[src/rtl/timeout_monitor_mc.sv]
// Multi-channel timeout/watchdog monitor: shared tick prescaler, per-channel
// IDLE/COUNT/EXPIRED machines with auto-restart or sticky expiry, counter readback.
module timeout_monitor_mc #(
  parameter int N_CH  = 4,
  parameter int CNT_W = 32,
  parameter int PRE_W = 8,
  parameter int SEL_W = (N_CH > 1) ? $clog2(N_CH) : 1
) (
  input  logic             clk,
  input  logic             rst,
  input  logic [N_CH-1:0]  en,
  input  logic [N_CH-1:0]  kick,
  input  logic [N_CH-1:0]  clr,
  input  logic [N_CH-1:0]  sticky,
  input  logic [CNT_W-1:0] time_limit,
  input  logic [PRE_W-1:0] prescale,
  output logic [N_CH-1:0]  timeout_pulse,
  output logic [N_CH-1:0]  timeout_flag,
  output logic             any_timeout,
  input  logic [SEL_W-1:0] cnt_sel,
  output logic [CNT_W-1:0] cnt_value
);

  localparam logic [1:0] ST_IDLE    = 2'd0;
  localparam logic [1:0] ST_COUNT   = 2'd1;
  localparam logic [1:0] ST_EXPIRED = 2'd2;

  localparam logic [SEL_W:0] N_CH_L = (SEL_W + 1)'(N_CH);

  logic [PRE_W-1:0] pre_cnt;
  logic             tick;
  logic [CNT_W-1:0] count_arr [N_CH];

  // Using >= rather than == forces a tick when prescale is lowered below pre_cnt.
  assign tick = (pre_cnt >= prescale);

  always_ff @(posedge clk) begin
    if (rst) begin
      pre_cnt <= '0;
    end else if (tick) begin
      pre_cnt <= '0;
    end else begin
      pre_cnt <= pre_cnt + PRE_W'(1);
    end
  end

  for (genvar i = 0; i < N_CH; i++) begin : g_ch
    logic [1:0]       state;
    logic [CNT_W-1:0] count;
    logic             pulse_r;
    logic             flag_r;

    always_ff @(posedge clk) begin
      if (rst || !en[i]) begin
        state   <= ST_IDLE;
        count   <= '0;
        pulse_r <= 1'b0;
        flag_r  <= 1'b0;
      end else begin
        pulse_r <= 1'b0;
        case (state)
          ST_IDLE: begin
            state  <= ST_COUNT;
            count  <= '0;
            flag_r <= 1'b0;
          end
          ST_COUNT: begin
            flag_r <= 1'b0;
            if (kick[i] || clr[i]) begin
              count <= '0;
            end else if (count >= time_limit) begin
              state   <= ST_EXPIRED;
              count   <= '0;
              pulse_r <= 1'b1;
              flag_r  <= 1'b1;
            end else if (tick) begin
              count <= count + CNT_W'(1);
            end
          end
          ST_EXPIRED: begin
            // Auto mode leaves after one cycle; sticky mode waits for clr.
            if (!sticky[i] || clr[i]) begin
              state  <= ST_COUNT;
              count  <= '0;
              flag_r <= 1'b0;
            end
          end
          default: begin
            state  <= ST_IDLE;
            count  <= '0;
            flag_r <= 1'b0;
          end
        endcase
      end
    end

    assign count_arr[i]     = count;
    assign timeout_pulse[i] = pulse_r;
    assign timeout_flag[i]  = flag_r;
  end

  assign any_timeout = |timeout_flag;

  always_ff @(posedge clk) begin
    if (rst) begin
      cnt_value <= '0;
    end else if ({1'b0, cnt_sel} < N_CH_L) begin
      cnt_value <= count_arr[cnt_sel];
    end else begin
      cnt_value <= '0;
    end
  end

endmodule
[config.mk]
export PLATFORM = sky130hd
export DESIGN_NAME = timeout_monitor_mc
export DESIGN_NICKNAME = d
export VERILOG_FILES = /design/src/rtl/timeout_monitor_mc.sv
export SDC_FILE = /design/constraint.sdc
export NUM_CORES = 1
export LEC_CHECK = 0
export BUFFER_PORTS_ARGS = -buffer_cell sky130_fd_sc_hd__buf_2
export CAP_MARGIN = 20
export CORE_AREA = 5 5 183 185
export DETAILED_ROUTE_END_ITERATION = 8
export DIE_AREA = 0 0 188 190
export GPL_ROUTABILITY_DRIVEN = 0
export PLACE_DENSITY = 0.61
export SYNTH_ARGS = -nofsm -noshare
export SYNTH_HDL_FRONTEND = slang
export SYNTH_SLANG_ARGS = --single-unit
[constraint.sdc]
create_clock -name clk -period 3.47 [get_ports clk]
set_input_delay 0.1735 -clock clk [delete_from_list [all_inputs] [get_ports clk]]
set_output_delay 0.1735 -clock clk [all_outputs]
set_load 0.005 [all_outputs]
* Yosys cells after proc, flatten, opt, wreduce, memory -nomap -nowiden
Cells that the tools add are included. Widths: inputs -> output; s select.
Operators by class: add/sub/neg operators 5, $lt $le $gt $ge 6, eq/ne operators 24, multiplexer cells 55, bitwise logic cells 5, reductions and logical operators 38
Operators by type and width (number):
- $mux 32 | 18
- $pmux 32 s2 | 4
- $add 32x1->32 const B | 4
- $ge 32x32->1 | 4
- $bmux 32 s2 | 1
- $mux 2 | 12
- $ne 2x2->1 const B | 12
- $pmux 2 s3 | 4
- $ne 4x4->1 const B | 4
- $logic_or 1x1->1 | 12
- $mux 1 | 12
- $reduce_and 3->1 | 4
- $reduce_or 2->1 | 5
- $add 8x1->8 const B | 1
- $eq 2x1->1 const B | 4
- $eq 2x2->1 const B | 4
- $ge 8x8->1 | 1
- $logic_not 1->1 | 8
- $logic_not 2->1 | 4
- $pmux 1 s2 | 4
- $reduce_and 2->1 | 4
- $not 1->1 | 4
- $reduce_or 4->1 | 1
- $ge 3x3->1 const B | 1
- $not 2->3 | 1
Storage, ports and cells: register bits 184

* Depth between registers and ports, before layout
Gate-level depths: netlist of the first run.
depth in word-level cells 5, depth in mapped cells 12, depth with buffers taken out 9

* Worst setup path after synthesis of the first run
OpenSTA, ideal clock, no wires.
kind reg2reg, start reg pre_cnt[5], end reg g_ch[2].count[21], setup time 119 ps, data arrival time 2597 ps, required time 3351 ps, slack 755 ps, stages on the path, launching flop included 11, buffers on the path 2, cell sequence dfxtp_1 -> ha_1 -> a2111o_1 -> a31oi_1 -> o21a_1 -> buf_2 -> nor2_1 -> o41ai_2 -> buf_2 -> nor3_1 -> o221a_2
Between the ends: longest elaborated chain between the ends 3
RTL lines:
- start: declaration | line 30 | logic [PRE_W-1:0] pre_cnt;
- start signal: assignment | line 43 | pre_cnt <= pre_cnt + PRE_W'(1);
- $ge 8x8->1 | line 35 | assign tick = (pre_cnt >= prescale);
- $ne 4x4->1 (no line)
- $reduce_and 2->1 (no line)
- end signal: assignment | line 77 | count <= count + CNT_W'(1);
- end: declaration | line 49 | logic [CNT_W-1:0] count;
No other way between the ends. A chain may end at the register's enable or synchronous reset.

* Worst setup path in the final report of the first run
start reg g_ch[1].count[29], end reg g_ch[1].count[3]
Between the ends: longest elaborated chain between the ends 4, elaborated cells on any way between the ends 6
RTL lines:
- start: declaration | line 49
- start signal: assignment | line 77
- $ge 32x32->1 (*) | line 71 | end else if (count >= time_limit) begin
- $mux 32 | line 71
- $mux 32 | line 69 | if (kick[i] || clr[i]) begin
- $pmux 32 s2 | line 61 | case (state)
Every way passes the cells marked *; elsewhere a longest branch is shown, timed or not.

==> results of run 1 <==
cell families after synthesis:
group,Yosys count
muxes,33
AOI/OAI and AO/OA,362
adders and majority gates,141
and+or+nand+nor,597
xor gates and xnor gates,13
DFF,184
buffers and inverters,139
placed cells by master, fill, tap and decap left out, types with 28 or more instances in the layout:
cell	synthesis	final
ha_1	141	141
a21oi_1	87	87
a31oi_1	41	40
nor2_1	63	61
buf_4	8	104
and3_1	28	28
nor3_1	38	38
mux4_2	32	32
dfxtp_1	184	184
o21ai_0	75	75
nor2b_1	41	41
nand4_1	45	45
nand2_1	164	164
nand3_1	94	94
inv_1	67	67
buf_2	7	100
registers in the layout (all words and copies together), names as in the netlist:
name and flops:
g_ch.count 128, cnt_value 32, g_ch.state 8, pre_cnt 8, g_ch.flag_r 4, g_ch.pulse_r 4
cell type report:
class / instances / share of cell area [%]
Clock inverter: 13 / 1.29
Tap cell: 408 / 3.49
Inverter: 67 / 1.72
Clock buffer: 19 / 3.10
Multi-Input combinational cell: 1146 / 56.0
Timing Repair Buffer: 207 / 9.11
Antenna cell: 1 / 0.0171
Sequential cell: 184 / 25.2
cell usage after synthesis (16+ instances only):
master    instances
o21ai_0          75
a311oi_1         26
o211ai_1         16
inv_1            67
nand2_1         164
nand4_1          45
nor2b_1          41
mux4_2           32
dfxtp_1         184
and3_1           28
clkbuf_1         49
a31oi_1          41
a21oi_1          87
nor3_1           38
nand3_1          94
nor2_1           63
ha_1            141
o31ai_1          24
report_power, final:
part           leakage (µW)  switching [µW]  internal (µW)  total, µW
clock network      0.000310             932           1250       2180
logic               0.00411             198            118        315
registers           0.00148            8.56           2120       2130
total               0.00591            1140           3490       4630
critical path, cell delays in order (launching register included):
cell and delay, ns:
dfxtp_1 0.50, ha_1 0.31, nand4_1 0.19, nor2_1 0.08, a221oi_1 0.60, nand3_1 0.39
or2_2 0.45, or4_1 0.48, a31oi_1 0.13
metrics by stage:
step | std cells | util (%) | hold slack, ns | setup slack, ns
floorplan | 1469 | - | 0.343 | 0.755
finish | 2045 | 45.8 | 0.0703 | 0.262
global route | 2044 | 45.8 | 0.0926 | 0.179
detailed placement | 2011 | 43.8 | 0.471 | 0.352
CTS | 2044 | 45.8 | 0.0624 | 0.313
global placement | 2011 | 43.8 | 0.463 | 0.401
layer usage:
metal,GRT usage (%),vias to the layer above,wire (µm)
li1,-,5891,-
met1,33.0,6042,18700
met2,37.8,551,19400
met3,4.99,85,4160
met4,8.10,0,1360
met5,0,-,0
path summary, 6_finish.rpt:
path,startpoint,endpoint,cells past startpoint
hold / removal,kick[3],g_ch[3].state[0]$_SDFFE_PP0P_,3
hold reg to reg,g_ch[0].state[1]$_SDFFE_PP0P_,g_ch[0].state[0]$_SDFFE_PP0P_,1
setup / recovery,g_ch[1].count[29]$_SDFFE_PP0P_,g_ch[1].count[3]$_SDFFE_PP0P_,8
setup reg to reg,g_ch[1].count[29]$_SDFFE_PP0P_,g_ch[1].count[3]$_SDFFE_PP0P_,8
repair_timing:
action / in CTS / in global routing
resized for setup: 0 / 0
hold buffers: 1 / 0
hold endpoints to repair: 1 / 0
==> flow_summary.ini, run 1 <==
[outcome]
status = finished clean

[final_layout]
fin_nets = 1824
areaGrowthSynthToFinish_pct = 17.8
fin_area_mm2 = 0.0146
fillers = 3146
regArea_mm2 = 0.00368
drive_above_1_share_pct = 18.0
multiInputGateArea_mm2 = 0.00819

[logic_synthesis]
synth_compound_area_share_pct = 19.1
syn_nets = 1670
seq_area_frac_synth_pct = 29.7
syn_area_mm2 = 0.0124
synth_fa_ha_area_share_pct = 14.2
syn_inst = 1469
synth_top_area_share_pct = 29.7
ys_types = 79
synth.area.top_cells = dfxtp_1 (30%), ha_1 (14%), mux4_2 (5.8%)
synth_simple_gate_area_share_pct = 25.6
synth_xor_area_share_pct = 0.918
synth-main-ff-cell = dfxtp_1
synth_top_family_by_area = simple AND/OR/NAND/NOR gates
synth_mux_area_share_pct = 5.89
synth_edf_count = 0
synth.largest_area_cell = dfxtp_1
ys_warn_count = 0
ys_ff_latch = 184
async_reset_ff_share_pct = 0
synth.avg_cell_area_um2 = 8.44

[sta]
final.setup_skew_ns = 0.0142
max_freq_mhz = 312
setup_viol = 0
period_minus_slack_ns = 3.21
rsz0062_at_grt = no
final_hold_viol_count = 0
maxSlewHeadroom_pct = 33.2
slew_viol_final = 0
tightest_slew_ns = 1.00
period_share_pct = 92.5
tns_ns = 0

[worst_setup_path]
cp.required_ns = 3.85
r2r_slack_ns = 0.26
worst_setup_path_end_kind = flop
critPathKind = reg -> reg
critPathLaunchType = flop
crit_arrival_ns = 3.59
worst-path-max-fanout = 7

[drt]
post_drt_wl_per_cell_um = 21.3
viasPerCell = 6.15
wl_um = 43600
drt_iter0_markers = 1249
drt_pass1_iterations = 5
route.detailed.drc = 0
vias = 12569
ant_nets = 0

[clocking]
clock_latency_ns = 0.45
clock-sinks = 184
path_clk_slew_ns = 0.08
numCtsBuffers = 17
cts_tree = yes
cts_buffer_depth = 2
cts_root_buffer = clkbuf_16
htree_levels = 4
postCtsSetupBuffers = 0

[power_and_ir_drop]
p_per_area_mw_per_mm2 = 317
ir_drop_uv = 350
power_leakage_uw = 0.00591
power_uw = 4630

[floorplan]
io_pins = 101
die_y_um = 190
core_area_mm2 = 0.0319
initial_utilization_pct = 38.9
die-area_mm2 = 0.0357
num_rows = 66
die_w_um = 188

[place]
place_area_mm2 = 0.0140
detailed_place_hpwl_um = 34500
portBuffers = 100

[grt]
grt-ovfl-total = 0
globalRouteTotalUtil_pct = 24.0
grt_pass1_wl_um = 67700
grt_pass1_vias = 11929
antenna_found_initial = 0
grt_start_max_net_pins = 46

[job]
cap_viol_max_count = 0

[worst_hold_path]
hold_class = in -> reg
No activity file was read; power rests on OpenSTA's default activity.
==> inputs of run 2 (changes only) <==
--- a/config.mk
+++ b/config.mk
@@ -11,6 +11,7 @@
 export DETAILED_ROUTE_END_ITERATION = 8
 export DIE_AREA = 0 0 188 190
 export GPL_ROUTABILITY_DRIVEN = 0
+export MAX_ROUTING_LAYER = met4
 export PLACE_DENSITY = 0.61
 export SYNTH_ARGS = -nofsm -noshare
 export SYNTH_HDL_FRONTEND = slang
==> run 2 against run 1 <==
  * Total power is 0.17% lower
  * Combinational power hardly changed
  * Largest cell class unchanged
  * Via count rose by 0.25%
  * Register-to-register slack gained 0.06 ns
  * Routed wire length is 0.11% lower
==> flow_summary.ini, run 2 (synthesized netlist as in run 1, its figures left out) <==
[floorplan]
io_pins = 101
die_w_um = 188
die_y_um = 190
core_area_mm2 = 0.0319
initial_utilization_pct = 38.9
num_rows = 66
die-area_mm2 = 0.0357

[grt]
grt_start_max_net_pins = 46
grt_pass1_wl_um = 67700
grt-ovfl-total = 0
grt_pass1_vias = 11909
antenna_found_initial = 0
globalRouteTotalUtil_pct = 24.7

[worst_setup_path]
critPathKind = reg -> reg
cp.required_ns = 3.81
worst_setup_path_end_kind = flop
crit_arrival_ns = 3.49
critPathLaunchType = flop
worst-path-max-fanout = 15

[sta]
slew_viol_final = 0
final.setup_skew_ns = 0.0135
max_freq_mhz = 318
setup_viol = 0
period_share_pct = 90.6
maxSlewHeadroom_pct = 34.6
final_hold_viol_count = 0
finalWorstSetupSlack_ns = 0.326
tns_ns = 0
rsz0062_at_grt = no
tightest_slew_ns = 0.981
period_minus_slack_ns = 3.14

[final_layout]
mostFrequentLayoutCells = dfxtp_1 (184), nand2_1 (164), ha_1 (141)
largest_register = g_ch.count
final_common_cell = dfxtp_1
drive_above_1_share_pct = 18.0
reg_top3 = g_ch.count: 128 flops, cnt_value: 32 flops
largest_reg_flops = 128
areaGrowthSynthToFinish_pct = 17.8
fillers = 3146
fin_nets = 1824
final_util_pct = 45.8

[power_and_ir_drop]
p_per_area_mw_per_mm2 = 316
power_leakage_uw = 0.00591
ir_drop_uv = 343

[drt]
route.detailed.drc = 0
drt_iter0_markers = 1315
vias = 12601
drt_pass1_iterations = 8
ant_nets = 0
wl_um = 43600
post_drt_wl_per_cell_um = 21.3
viasPerCell = 6.16

[clocking]
cts_tree = yes
htree_levels = 4
cts_resized = 0
clock-sinks = 184
path_clk_slew_ns = 0.08
postCtsSetupBuffers = 0
clock_latency_ns = 0.45
cts_buffer_depth = 2
cts_root_buffer = clkbuf_16
numCtsBuffers = 17

[place]
portBuffers = 100
detailed_place_hpwl_um = 34500
dp_worst_setup_slack_ns = 0.352

[outcome]
status = finished clean

[job]
cap_viol_max_count = 0

[worst_hold_path]
hold_class = in -> reg
run 2: layout make-up:
cell class	count	area, µm²	area share [%]
clock inverters	13	189	1.29
repair buffers	207	1330	9.11
clock buffers	19	453	3.10
diodes	1	2.50	0.0171
flip-flops and latches	184	3680	25.2
well taps	408	510	3.49
multi-input cells	1146	8190	56.0
inverters	67	251	1.72
run 2: final timing paths:
| kind | depth (start not counted) | to | slack [ns] | startpoint |
|---|---|---|---|---|
| min | 3 | g_ch[3].state[0]$_SDFFE_PP0P_ | 0.08 | kick[3] |
| max | 9 | g_ch[0].count[28]$_SDFFE_PP0P_ | 0.33 | g_ch[0].count[14]$_SDFFE_PP0P_ |
| min reg2reg | 2 | g_ch[2].flag_r$_SDFFE_PP0P_ | 0.48 | g_ch[2].flag_r$_SDFFE_PP0P_ |
| max reg2reg | 9 | g_ch[0].count[28]$_SDFFE_PP0P_ | 0.33 | g_ch[0].count[14]$_SDFFE_PP0P_ |
run 2: per-stage QoR:
step	total power, µW	std cells	hold WS, ns	instance area [µm²]
floorplan	2360	1469	0.343	12400
global placement	2480	2011	0.463	14000
detailed placement	2490	2011	0.471	14000
CTS	4640	2044	0.0624	14600
global route	4770	2044	0.0943	14600
finish	4620	2045	0.0756	14600
run 2: power breakdown:
group	switching [µW]	leakage, µW	internal, µW	total [µW]
sequential	8.57	0.00148	2120	2130
combinational	199	0.00411	117	316
clock	923	0.000310	1250	2180
run 2: timing repair:
| item | in CTS | in global routing |
|---|---|---|
| hold endpoints to repair | 1 | 0 |
| hold buffers | 1 | 0 |
| endpoints found under the setup margin | 0 | 0 |
run 2: metal layers:
| layer | vias to the layer above | share of wire (%) | GRT usage [%] | wire length (µm) |
|---|---|---|---|---|
| met1 | 6029 | 43 | 32.9 | 18900 |
| met5 | - | 0 | - | 0 |
| met2 | 572 | 45 | 37.9 | 19400 |
| met3 | 96 | 9.0 | 4.88 | 3910 |
| met4 | 0 | 3.2 | 8.41 | 1420 |
| li1 | 5904 | - | - | - |
run 2: worst max-delay path: stages (launching register included):
cell     delay [ns]
dfxtp_1        0.43
ha_1           0.38
nand4_1        0.12
nor3_1         0.28
or4b_2         0.63
a31oi_2        0.26
o41ai_2        0.12
buf_4          0.22
or3_1          0.35
a21oi_1        0.24
